**config.mk**
```make
export PLATFORM = sky130hd
export DESIGN_NAME = fifo_sync_param
export DESIGN_NICKNAME = d
export VERILOG_FILES = /design/src/rtl/fifo_sync_param.sv
export SDC_FILE = /design/constraint.sdc
export NUM_CORES = 1
export LEC_CHECK = 0
export BUFFER_PORTS_ARGS = -buffer_cell sky130_fd_sc_hd__buf_2
export CORE_ASPECT_RATIO = 0.7
export CORE_UTILIZATION = 24
export CTS_BUF_LIST = sky130_fd_sc_hd__clkbuf_16
export DETAILED_ROUTE_END_ITERATION = 8
export PLACE_DENSITY = 0.49
export SYNTH_ARGS = -nofsm -noshare
export SYNTH_HDL_FRONTEND = slang
export SYNTH_SLANG_ARGS = --single-unit
```
**constraint.sdc**
```tcl
create_clock -name clk -period 9.2 [get_ports clk]
set_clock_uncertainty 0.1 [all_clocks]
set_input_delay 1.84 -clock clk [delete_from_list [all_inputs] [get_ports clk]]
set_output_delay 1.84 -clock clk [all_outputs]
set_load 0.02 [all_outputs]
```
**src/rtl/fifo_sync_param.sv**
```systemverilog
// Single-clock parametrised FIFO with occupancy count, almost-full/empty thresholds,
// overflow/underflow pulses and synchronous flush. Define FIFO_FWFT_EN for a first-word-fall-through read port.
module fifo_sync_param #(
  parameter int DATA_WIDTH = 8,
  parameter int DEPTH      = 16,
  parameter int AF_LEVEL   = DEPTH - 2,
  parameter int AE_LEVEL   = 2
) (
  input  logic                     clk,
  input  logic                     rst_n,
  input  logic                     flush,
  input  logic                     wr_en,
  input  logic [DATA_WIDTH-1:0]    data_in,
  input  logic                     rd_en,
  output logic [DATA_WIDTH-1:0]    data_out,
  output logic                     full,
  output logic                     empty,
  output logic                     almost_full,
  output logic                     almost_empty,
  output logic [$clog2(DEPTH):0]   count,
  output logic                     overflow,
  output logic                     underflow
);

  localparam int PW = $clog2(DEPTH);
  localparam int CW = PW + 1;
  localparam logic [CW-1:0] DEPTH_CNT = CW'(DEPTH);
  localparam logic [CW-1:0] AF_CNT    = CW'(AF_LEVEL);
  localparam logic [CW-1:0] AE_CNT    = CW'(AE_LEVEL);

  logic [DATA_WIDTH-1:0] mem [DEPTH];
  logic [PW-1:0]         wr_ptr;
  logic [PW-1:0]         rd_ptr;
  logic [CW-1:0]         count_next;
  logic                  rd_accept;
  logic                  wr_accept;

  // A full FIFO can still take a write when a read frees a slot on the same edge.
  assign rd_accept = rd_en && !empty && !flush;
  assign wr_accept = wr_en && (!full || rd_accept) && !flush;

  // NOTE: combinational logic assigns a default first so no path leaves a variable unassigned (no latch).
  always_comb begin
    count_next = count;
    if (flush) begin
      count_next = '0;
    end else begin
      unique case ({wr_accept, rd_accept})
        2'b10:   count_next = count + CW'(1);
        2'b01:   count_next = count - CW'(1);
        default: count_next = count;
      endcase
    end
  end

  // NOTE: the storage array has no reset; pointers and count define what is valid,
  // and leaving it unreset lets it map onto plain RAM.
  always_ff @(posedge clk) begin
    if (wr_accept) mem[wr_ptr] <= data_in;
  end

  // NOTE: sequential state uses non-blocking assignments so every register samples pre-edge values.
  always_ff @(posedge clk or negedge rst_n) begin
    if (!rst_n) begin
      wr_ptr       <= '0;
      rd_ptr       <= '0;
      count        <= '0;
      full         <= 1'b0;
      empty        <= 1'b1;
      almost_full  <= 1'b0;
      almost_empty <= 1'b1;
      overflow     <= 1'b0;
      underflow    <= 1'b0;
    end else begin
      if (flush) begin
        wr_ptr <= '0;
        rd_ptr <= '0;
      end else begin
        if (wr_accept) wr_ptr <= wr_ptr + PW'(1);
        if (rd_accept) rd_ptr <= rd_ptr + PW'(1);
      end
      count        <= count_next;
      full         <= (count_next == DEPTH_CNT);
      empty        <= (count_next == '0);
      almost_full  <= (count_next >= AF_CNT);
      almost_empty <= (count_next <= AE_CNT);
      // Flush swallows pending requests silently, so it masks the error pulses.
      overflow     <= wr_en && !wr_accept && !flush;
      underflow    <= rd_en && !rd_accept && !flush;
    end
  end

`ifdef FIFO_FWFT_EN
  // Head entry is always presented; it is meaningless while empty is high.
  assign data_out = mem[rd_ptr];
`else
  always_ff @(posedge clk or negedge rst_n) begin
    if (!rst_n) begin
      data_out <= '0;
    end else if (rd_accept) begin
      data_out <= mem[rd_ptr];
    end
  end
`endif

endmodule

```
Word-level counts from Yosys, hierarchy flattened

Memories as Yosys holds them, arrays and structs flattened. A register that Yosys moved wholly into a read port is not among the register bits.
Cells that the tools add are included.

Bits in registers: 19
Memories kept: 1
Bits in writable memories: 128
Output and inout bits: 19
Input bits: 13
Logic and storage cells: 45

Memories:

| memory | depth | width | rd ports | clocked after memory_dff | wr ports | line | text |
|---|---|---|---|---|---|---|---|
| mem    | 16    | 8     | 1        | 1                        | 1        | 31   | `logic [DATA_WIDTH-1:0] mem [DEPTH];` |

Reduce and logical (&&, ||, !) cells: 18
Muxes and demuxes: 8
Magnitude comparators: 2
Add/subtract/negate cells: 4
Equal/unequal tests: 3

Operators by type and width:

| operator                                             | number |
|---|---|
| two-way mux 4 bit                                    | 4 |
| one-hot mux 5 bit (2 select lines)                   | 1 |
| adder 4 x 1 -> 4 bit (second input constant)         | 2 |
| logical AND 1 bit                                    | 8 |
| logical NOT 1 bit                                    | 6 |
| adder 5 x 1 -> 5 bit (second input constant)         | 1 |
| equality test 5 bit (second input constant)          | 1 |
| >= comparator 5 x 4 -> 1 bit (second input constant) | 1 |
| <= comparator 5 x 2 -> 1 bit (second input constant) | 1 |
| logical NOT 5 bit                                    | 1 |
| two-way mux 5 bit                                    | 1 |
| subtractor 5 x 1 -> 5 bit (second input constant)    | 1 |
| nonzero test 2 bit                                   | 2 |
| equality test 2 x 1 -> 1 bit (second input constant) | 1 |
| equality test 2 bit (second input constant)          | 1 |
| two-way mux 1 bit                                    | 2 |
| logical OR 1 bit                                     | 1 |

Depth between registers and ports, before layout

Gate-level depths: netlist of run 1.

Depth after elaboration: 10
Gate-level depth with buffers: 13
Mapped depth without buffers: 12

Worst setup path before layout of run 1

Ideal clock, no wire load.

Path kind: input-to-reg
Start: input port rd_en
End: register full
Setup slack: 4,764 ps
Data required time: 8,995 ps
Setup time: 105 ps
Stages: 13
Data arrival time: 4,231 ps
Path buffers: 3
Path through: or3b_1 clkbuf_1 clkbuf_1 inv_1 ha_1 clkbuf_1 xor2_1 ha_1 a21oi_1 mux2i_1 xnor2_1 nor2_1 nor4b_1

Longest elaborated chain between the ends: 9
Elaborated cells between the ends (all ways): 10
Classes of those cells: eq/ne: 3; mux: 2; reduce/logical: 5

RTL lines:

| item                                                                | line | text |
|---|---|---|
| start: declaration                                                  | 14   | `input logic rd_en,` |
| logical AND 1 bit (*) (2 in series)                                 | 39   | `assign rd_accept = rd_en && !empty && !flush;` |
| net rd_accept                                                       | 35   | `logic rd_accept;` |
| logical OR 1 bit                                                    | 40   | `assign wr_accept = wr_en && (!full \|\| rd_accept) && !flush;` |
| logical AND 1 bit (2 in series)                                     | 40   |  |
| equality test 2 x 1 -> 1 bit or equality test 2 bit (tied branches) | 48   | `unique case ({wr_accept, rd_accept})` |
| one-hot mux 5 bit (2 select lines) (*)                              | 48   |  |
| two-way mux 5 bit (*)                                               | 45   | `if (flush) begin` |
| equality test 5 bit (*)                                             | 83   | `full <= (count_next == DEPTH_CNT);` |
| end signal: assignment                                              | 83   |  |
| end: declaration                                                    | 16   | `output logic full,` |

Mark *: on every way through the listed nets, which the timed path passes. The rest lies on a longest branch.
A chain may end at the register's enable or synchronous reset.

Worst setup path in the final report of run 1

Start: input port flush
End: register full

Longest elaborated chain between the ends: 9
Elaborated cells between the ends (all ways): 10
Classes of those cells: eq/ne: 3; mux: 2; reduce/logical: 5

RTL lines:

| item                                                                | line | text |
|---|---|---|
| start: declaration                                                  | 11   | `input logic flush,` |
| logical NOT 1 bit (*)                                               | 39   |  |
| logical AND 1 bit (*)                                               | 39   |  |
| net rd_accept                                                       | 35   |  |
| logical OR 1 bit                                                    | 40   |  |
| logical AND 1 bit (2 in series)                                     | 40   |  |
| equality test 2 x 1 -> 1 bit or equality test 2 bit (tied branches) | 48   |  |
| one-hot mux 5 bit (2 select lines) (*)                              | 48   |  |
| two-way mux 5 bit (*)                                               | 45   |  |
| equality test 5 bit (*)                                             | 83   |  |

Marked as above.

==> impl_metrics.env, run 1 <==
export IMPL_status="finished clean"
export IMPL_dieWidth_microns=196
export IMPL_maxCapViolCount=0
export IMPL_cts_buffers=17
export IMPL_min_period_ns=4.43
export IMPL_cp_num_buf_inv=2
export IMPL_wl_mm=13.6
export IMPL_min_delay_path_depth=1
export IMPL_yosysSeqAreaShare_pct=71.4
export IMPL_dp_cells=718
export IMPL_postRouteAntennaNets=0
export IMPL_tightest_slew_ns=1.11
export IMPL_cts_path_max_buffers=2
export IMPL_crit_fanout=20
export IMPL_synth_cell_types=39
export IMPL_fp_coreArea_sq_um=25800
export IMPL_post_cts_resized=0
export IMPL_finalMaxSlewViolations=0
export IMPL_synth_top_cells_by_area="edfxtp_1 (61%), dfrtp_1 (9.9%), mux4_2 (8.5%), mux4_1 (3.3%), nor2_1 (1.8%)"
export IMPL_port_buffers=31
export IMPL_power_leakage_nw=2.50
export IMPL_grt_first_pass_wirelength_mm=20.1
export IMPL_critPathKind="in -> reg"
export IMPL_syn_area_per_cell_sq_um=18.3
export IMPL_rsz0062_at_grt="no"
export IMPL_grt_usage_pct=10.4
export IMPL_cp_data_required_time_ns=9.40
export IMPL_first_iter_violations=237
export IMPL_drive_gt1_share_pct=27.2
export IMPL_syn_inst=346
export IMPL_route_vias_total=3144
export IMPL_drc=0
export IMPL_synth_seq_cells=155
export IMPL_synth_fp_nets=367
export IMPL_clkSinkCount=155
export IMPL_max_stage_delay_ns=0.60
export IMPL_ctsRootBufferMaster="clkbuf_16"
export IMPL_layoutNonFillerInstCount=751
export IMPL_synth_top_area_cell="edfxtp_1"
export IMPL_reg2regPathDepth=12
export IMPL_path_common_cell="ha_1"
export IMPL_cp_cell_sequence="buf_2 > or3b_1 > inv_1 > ha_1 > xor2_1 > ha_1 > a21oi_1 > mux2i_1 > xnor2_1 > nor2_1 > nor4b_1"
export IMPL_min_from="data_out[5]"
export IMPL_max_freq_mhz=226
export IMPL_dp_hpwl_mm=8.61
export IMPL_antenna_found_initial=0
export IMPL_hold_viol=0
export IMPL_start_util_pct=24.5
export IMPL_crit_arrival_ns=4.63
export IMPL_post_cts_buffers=0
export IMPL_grt_max_degree=36
export IMPL_holdBufCountCts=0
export IMPL_worstReg2RegEnd="full"
export IMPL_synth_top_area_share_pct=60.7
export IMPL_clk_pin_slew_ns=0.07
export IMPL_min_to="data_out[5]"
export IMPL_peakVddDrop_v=0.000103
export IMPL_min_path_type="reg -> reg"
export IMPL_setup_viol=0
export IMPL_pwr_density_cell_nw_per_um2=225
export IMPL_syn_to_final_growth_pct=17.9
export IMPL_crit_slowest_cell="or3b_1"
export IMPL_r2r_start="empty"
export IMPL_worst_setup_path_start_kind="primary input"
export IMPL_firstDrtPassIters=4
export IMPL_ios=32
export IMPL_stdcell_area_sq_um=7470
export IMPL_die_h_microns=138
export IMPL_layout_nets=401
export IMPL_rows=49
export IMPL_worstSkewPairLatency_ns=0.42
export IMPL_postPlaceCellArea_sq_um=6860
export IMPL_critPathTopFamily="simple AND/OR/NAND/NOR gates"
export IMPL_holdWs_ns=0.416
export IMPL_ctsHtreeMaxLevel=4
export IMPL_cts_tree="done"
export IMPL_grt_pass1_vias=3219
export IMPL_synth_warnings=0
export IMPL_via_per_inst=4.19
export IMPL_die_area_sq_um=27100
export IMPL_fin_tns_setup_ns=0
export IMPL_grt_overflow_total=0
export IMPL_syn_area_sq_um=6330
export IMPL_relSlewSlack_pct=26.1
export IMPL_finalCritPeriodShare_pct=48.2
export IMPL_gp_congestion=0.742
export IMPL_wl_per_cell_microns=18.1
export IMPL_r2r_setup_slack_ns=5.97
export IMPL_end_kind="register"
[report_power, final]
part / switching [mW] / internal [mW]
Combinational: 0.109 / 0.0771
Sequential: 0.0199 / 0.789
Clock: 0.322 / 0.366
Total: 0.450 / 1.23
[cell families (layout without fill, tap and decap cells)]
kind of cell	Yosys count	after routing	synth area share, %
flops	155	155	71.4
simple gates	69	69	5.16
mux	52	52	15.2
buf+inv	29	76	2.29
compound gates	23	23	3.00
xor+xnor	10	10	1.38
fa+ha+maj	8	8	1.58
other cells	0	1	0
[registers in the layout, summed over array words and instances (netlist names), 4 cells and up]
signal	flops
wr_ptr	4
data_out	8
count	5
mem	128
rd_ptr	4
[metal layers]
| metal | global-route usage (%) | up-vias | routed length [microns] |
|---|---|---|---|
| li1 | - | 1443 | - |
| met1 | 15.4 | 1649 | 6810 |
| met2 | 15.5 | 50 | 6060 |
| met3 | 2.24 | 2 | 678 |
| met4 | 2.78 | 0 | 23 |
| met5 | 0 | - | 0 |
[synthesized netlist by cell type]
cell / count
buf_4: 1
mux2i_1: 11
and3b_1: 2
a41o_1: 1
a41oi_1: 1
a31o_2: 1
a311oi_1: 1
edfxtp_1: 128
clkbuf_1: 14
o2bb2ai_1: 1
nand3_1: 1
inv_1: 8
o221ai_1: 1
o21ai_0: 1
buf_1: 2
a211o_1: 1
a221o_1: 8
nand2_1: 10
nor3_1: 13
xnor2_1: 4
dfrtp_1: 25
dfstp_2: 2
nand4_1: 2
buf_12: 1
xor2_1: 6
a31oi_1: 1
mux2_2: 9
nor4b_1: 2
buf_6: 2
nand2b_1: 4
mux4_2: 24
or3b_1: 1
a21boi_2: 1
a21oi_1: 5
mux4_1: 8
nor2b_1: 4
ha_1: 8
buf_2: 1
nor2_1: 30
[worst max-delay path by stage]
stage,slack (ns),depth (start not counted),startpoint,to
2_1_floorplan,4.76,13,rd_en,full
3_3_place_gp,4.45,11,flush,almost_empty
3_5_place_dp,4.35,11,flush,empty
4_1_cts,4.78,11,flush,empty
5_1_grt,4.48,11,flush,full
6_report,4.77,11,flush,full
[final cells by class]
| class | count | area, sq um |
|---|---|---|
| inverters | 8 | 30.0 |
| clock inverters | 15 | 176 |
| diodes | 1 | 2.50 |
| well taps | 357 | 447 |
| fillers | 2561 | 18300 |
| flip-flops and latches | 155 | 4520 |
| repair buffers | 36 | 193 |
| clock buffers | 17 | 425 |
| multi-input cells | 162 | 1670 |
[stage by stage]
step	utilization, %	power [mW]	setup slack, ns
2_1_floorplan	-	0.945	4.76
3_3_place_gp	26.6	1.01	4.45
3_5_place_dp	26.6	1.01	4.35
4_1_cts	28.9	1.70	4.78
5_1_grt	28.9	1.74	4.48
6_report	28.9	1.68	4.77
[cells in the final DEF (no fill, tap or decap), types with 6 or more instances in the layout]
cell type / count
edfxtp_1: 128
buf_2: 31
nor2_1: 30
mux4_2: 24
dfrtp_1: 24
clkbuf_16: 17
nor3_1: 12
mux2i_1: 11
nand2_1: 10
mux2_2: 9
inv_1: 8
a221o_1: 8
mux4_1: 8
ha_1: 8
xor2_1: 6
No activity file was read; power rests on OpenSTA's default activity.
==> inputs of run 2 (changes only) <==
clock period = 4.6 ns   (was 9.2 ns; I/O delays follow)
==> run 2 against run 1 <==
Clock-buffer cell count stayed put. Utilization rose by 0.19 points. Sequential share of layout area decreased by 0.39 points. Power is 110% higher. Global-route usage grew 0.29 points. Clock power up 110%. First-iteration DRC count down 12%. Critical path depth did not move. Critical endpoint is now empty. Highest routed layer unchanged.
==> impl_metrics.env, run 2 (synthesized netlist as in run 1, its figures left out) <==
export IMPL_status="finished clean"
export IMPL_start_util_pct=24.5
export IMPL_finalCritPeriodShare_pct=77.0
export IMPL_dieWidth_microns=196
export IMPL_critical_path_startpoint="flush"
export IMPL_finalMaxSlewViolations=0
export IMPL_postRouteAntennaNets=0
export IMPL_grt_use_met3_pct=2.72
export IMPL_reg_top3="mem x128, data_out x8, count x5"
export IMPL_cts_buffers=17
export IMPL_largest_reg_flops=128
export IMPL_worst_setup_path_start_kind="primary input"
export IMPL_rows=49
export IMPL_critPathKind="in -> reg"
export IMPL_setup_viol=0
export IMPL_power_leakage_nw=2.54
export IMPL_wl_per_cell_microns=18.1
export IMPL_drc=0
export IMPL_die_h_microns=138
export IMPL_post_cts_buffers=0
export IMPL_top_usage_layer="met1"
export IMPL_ios=32
export IMPL_port_buffers=31
export IMPL_end_kind="register"
export IMPL_wl_mm=13.7
export IMPL_met1_usage_pct=15.9
export IMPL_ctsRootBufferMaster="clkbuf_16"
export IMPL_min_path_type="in -> async"
export IMPL_holdWs_ns=0.420
export IMPL_via_per_inst=4.20
export IMPL_antenna_cells=0
export IMPL_crit_slowest_cell="or3b_1"
export IMPL_drive_gt1_share_pct=28.1
export IMPL_firstDrtPassIters=4
export IMPL_crit_fanout=20
export IMPL_cp_cell_sequence="buf_2 > or3b_1 > inv_1 > ha_1 > xor2_1 > ha_1 > a21oi_1 > nor2_1 > o221ai_1 > xor2_1 > a41o_1"
export IMPL_cp_data_required_time_ns=4.86
export IMPL_final_common_cell="edfxtp_1"
export IMPL_peakVddDrop_v=0.000248
export IMPL_grt_max_degree=28
export IMPL_post_cts_resized=0
export IMPL_pwr_density_cell_nw_per_um2=459
export IMPL_min_period_ns=3.54
export IMPL_antenna_found_initial=0
export IMPL_fin_tns_setup_ns=0
export IMPL_max_freq_mhz=282
export IMPL_critPathTopFamily="simple AND/OR/NAND/NOR gates"
export IMPL_syn_to_final_growth_pct=18.7
export IMPL_cp_num_buf_inv=2
export IMPL_grt_first_pass_wirelength_mm=20.7
export IMPL_first_iter_violations=208
export IMPL_grt_util_met2_pct=15.3
export IMPL_worstSkewPairLatency_ns=0.42
export IMPL_route_vias_total=3175
export IMPL_grt_overflow_total=0
export IMPL_maxCapViolCount=0
export IMPL_largest_register="mem"
export IMPL_layout_nets=407
export IMPL_clkSinkCount=155
export IMPL_crit_arrival_ns=3.80
export IMPL_die_area_sq_um=27100
export IMPL_grt_usage_pct=10.7
export IMPL_relSlewSlack_pct=27.3
export IMPL_ctsHtreeMaxLevel=4
export IMPL_clk_pin_slew_ns=0.06
export IMPL_cts_tree="done"
export IMPL_grt_pass1_vias=3360
export IMPL_rsz0062_at_grt="no"
export IMPL_tightest_slew_ns=1.09
export IMPL_cts_path_max_buffers=2
export IMPL_holdBufCountCts=0
export IMPL_fp_coreArea_sq_um=25800
export IMPL_layout_common_cells="edfxtp_1 (128), buf_2 (31), nor2_1 (30)"
export IMPL_max_stage_delay_ns=0.60
export IMPL_dp_hpwl_mm=8.95
export IMPL_r2r_start="empty"
export IMPL_hold_viol=0
export IMPL_gp_congestion=0.720
-- run 2: report_power, final --
part	internal, mW	total [mW]	switching, mW
clock	0.867	1.46	0.591
combinational	0.155	0.350	0.195
sequential	1.58	1.64	0.0661
total	2.60	3.45	0.852
-- run 2: through the flow --
| stage | total power, mW | area, sq um | worst slack, ns | util [%] | std cells |
|---|---|---|---|---|---|
| 6_report | 3.45 | 7520 | 1.06 | 29.1 | 756 |
| 4_1_cts | 3.49 | 7520 | 1.12 | 29.1 | 756 |
| 3_3_place_gp | 2.02 | 6900 | 0.786 | 26.7 | 724 |
| 3_5_place_dp | 2.03 | 6900 | 0.685 | 26.7 | 724 |
| 2_1_floorplan | 1.89 | 6330 | 1.08 | - | 346 |
| 5_1_grt | 3.59 | 7520 | 0.797 | 29.1 | 756 |
-- run 2: area by class of cell --
type	count	area [sq um]
clock buffers	17	425
clock inverters	15	188
fillers	2561	18300
inverters	8	30.0
multi-input cells	162	1670
flip-flops and latches	155	4520
well taps	357	447
repair buffers	42	238
-- run 2: metal layers --
metal | vias to the layer above | routed length, microns | share of wire [%]
met5 | - | 0 | 0
met4 | 0 | 86 | 0.63
met3 | 9 | 574 | 4.2
met2 | 55 | 6030 | 44
met1 | 1660 | 6980 | 51
li1 | 1451 | - | -
-- run 2: final timing paths --
| path | end | slack, ns | cells past startpoint |
|---|---|---|---|
| hold / removal | count[4] | 0.42 | 1 |
| hold reg to reg | data_out[7] | 0.43 | 1 |
| max in group asynchronous | rd_ptr[0] | 3.52 | 1 |
| min in group clk | data_out[7] | 0.43 | 1 |
| setup reg to reg | empty | 1.38 | 10 |
| setup / recovery | empty | 1.06 | 11 |
==> inputs of run 3 (changes only) <==
PLACE_DENSITY = 0.5   (was 0.49)
clock period = 3 ns   (was 4.6 ns; I/O delays follow)
==> run 3 against run 2 <==
Critical path type is now reg -> reg. Highest routed layer unchanged. Sequential share of layout area shrank 0.63 points. Critical endpoint is now full. Clock power grew 42%. Hold slack lost 0.33 ns. Utilization grew 0.31 points. Non-clock buffer count grew 15. Flip-flop and latch count is the same. Global-route usage grew 0.18 points. Die area is the same.
==> impl_metrics.env, run 3 (synthesized netlist as in run 1, its figures left out) <==
export IMPL_rsz0062_at_grt="no"
export IMPL_rows=49
export IMPL_gp_congestion=0.742
export IMPL_status="finished clean"
export IMPL_grt_pass1_vias=3394
export IMPL_r2r_setup_slack_ns=0.28
export IMPL_antenna_found_initial=0
export IMPL_dp_hpwl_mm=9.65
export IMPL_setup_viol=0
export IMPL_ff_latch_area_sq_um=4520
export IMPL_end_kind="register"
export IMPL_crit_slowest_cell="dfstp_2"
export IMPL_peakVddDrop_v=0.000445
export IMPL_antenna_cells=0
export IMPL_cts_path_max_buffers=2
export IMPL_utilization_pct=29.4
export IMPL_grt_usage_pct=10.9
export IMPL_worstReg2RegEnd="full"
export IMPL_max_stage_delay_ns=0.39
export IMPL_wl_per_cell_microns=18.3
export IMPL_drive_gt1_share_pct=31.2
export IMPL_maxCapViolCount=0
export IMPL_p_total_mw=5.14
export IMPL_pwr_density_cell_nw_per_um2=677
export IMPL_tightest_slew_ns=0.819
export IMPL_via_per_inst=4.26
export IMPL_relSlewSlack_pct=45.2
export IMPL_critPathTopFamily="simple AND/OR/NAND/NOR gates"
export IMPL_hold_viol=0
export IMPL_clkSinkCount=155
export IMPL_fin_tns_setup_ns=0
export IMPL_first_iter_violations=247
export IMPL_holdBufCountCts=0
export IMPL_route_vias_total=3284
export IMPL_critPathKind="reg -> reg"
export IMPL_wl_mm=14.1
export IMPL_power_leakage_nw=2.61
export IMPL_finalCritPeriodShare_pct=90.5
export IMPL_postRouteAntennaNets=0
export IMPL_post_cts_resized=0
export IMPL_ctsHtreeMaxLevel=4
export IMPL_dieWidth_microns=196
export IMPL_multiInputGateArea_sq_um=1670
export IMPL_crit_arrival_ns=2.92
export IMPL_cp_data_required_time_ns=3.21
export IMPL_dp_slack_ns=0.00651
export IMPL_r2r_start="empty"
export IMPL_port_buffers=31
export IMPL_reg_top3="mem x128, data_out x8, count x5"
export IMPL_final_common_cell="edfxtp_1"
export IMPL_syn_to_final_growth_pct=20.0
export IMPL_start_util_pct=24.5
export IMPL_cts_buffers=17
export IMPL_holdWs_ns=0.0930
export IMPL_min_period_ns=2.72
export IMPL_min_path_type="in -> async"
export IMPL_ctsRootBufferMaster="clkbuf_16"
export IMPL_fp_coreArea_sq_um=25800
export IMPL_critical_path_startpoint="empty"
export IMPL_largest_register="mem"
export IMPL_finalMaxSlewViolations=0
export IMPL_worst_setup_path_start_kind="register"
export IMPL_grt_max_degree=36
export IMPL_ios=32
export IMPL_cts_tree="done"
export IMPL_layout_common_cells="edfxtp_1 (128), buf_2 (31), nor2_1 (30)"
export IMPL_setup_ws_ns=0.284
export IMPL_drc=0
export IMPL_firstDrtPassIters=4
export IMPL_cp_num_buf_inv=2
export IMPL_max_freq_mhz=368
export IMPL_die_area_sq_um=27100
export IMPL_worstSkewPairLatency_ns=0.42
export IMPL_reg2regPathDepth=12
export IMPL_layout_nets=422
export IMPL_fill_cells=2544
export IMPL_post_cts_buffers=0
export IMPL_crit_fanout=4
export IMPL_clk_pin_slew_ns=0.07
export IMPL_die_h_microns=138
export IMPL_largest_reg_flops=128
export IMPL_cp_cell_sequence="nor2b_2 > inv_1 > a21oi_2 > inv_1 > ha_1 > xor2_1 > ha_1 > a21oi_1 > mux2i_1 > xnor2_1 > nor2_1 > nor4b_1"
export IMPL_grt_first_pass_wirelength_mm=21.0
export IMPL_grt_overflow_total=0
run 3: cell count changes in the layout (fill, tap and decap cells not counted), moves of 2 or more:
cell / delta
bufinv_16: -3
inv_8: -2
buf_4: +15
clkbuf_16: +2
inv_4: +3
inv_6: +2
run 3: report_power, final:
part,switching [mW],internal (mW)
logic,0.328,0.250
registers,0.0666,2.42
clock network,0.903,1.17
total,1.30,3.84
run 3: cell type report:
| class | instances | area share, % |
|---|---|---|
| Inverter | 8 | 0.395 |
| Timing Repair Buffer | 57 | 4.61 |
| Multi-Input combinational cell | 162 | 22.0 |
| Clock inverter | 13 | 1.30 |
| Clock buffer | 19 | 6.26 |
| Tap cell | 357 | 5.88 |
| Sequential cell | 155 | 59.5 |
run 3: worst register-to-register path: cells and delay by family (launching register included):
family | cells | cell delay (ns)
AOI/OAI and AO/OA | 2 | 0.36
xor gates and xnor gates | 2 | 0.29
adders and majority gates | 2 | 0.44
buffers and inverters | 2 | 0.14
DFF | 1 | 0.39
muxes | 1 | 0.27
and+or+nand+nor | 3 | 0.62
run 3: per-stage QoR:
step / cell area [sq um] / std cells
floorplan: 6350 / 346
global placement: 7020 / 739
detailed placement: 7020 / 739
CTS: 7600 / 771
global route: 7600 / 771
finish: 7600 / 771
run 3: worst max-delay path by stage:
stage | to | slack (ns) | depth (start not counted)
2_1_floorplan | full | 0.008 | 13
3_3_place_gp | empty | 0.21 | 12
3_5_place_dp | full | 0.007 | 12
4_1_cts | full | 0.30 | 12
5_1_grt | full | 0.04 | 12
6_report | full | 0.28 | 12
run 3: metal layers:
layer,track usage (%),vias to the layer above,part of all wire [%]
met4,3.34,0,0.83
met5,0,-,0
li1,-,1478,-
met2,15.9,74,44
met1,15.7,1719,51
met3,2.99,13,4.8
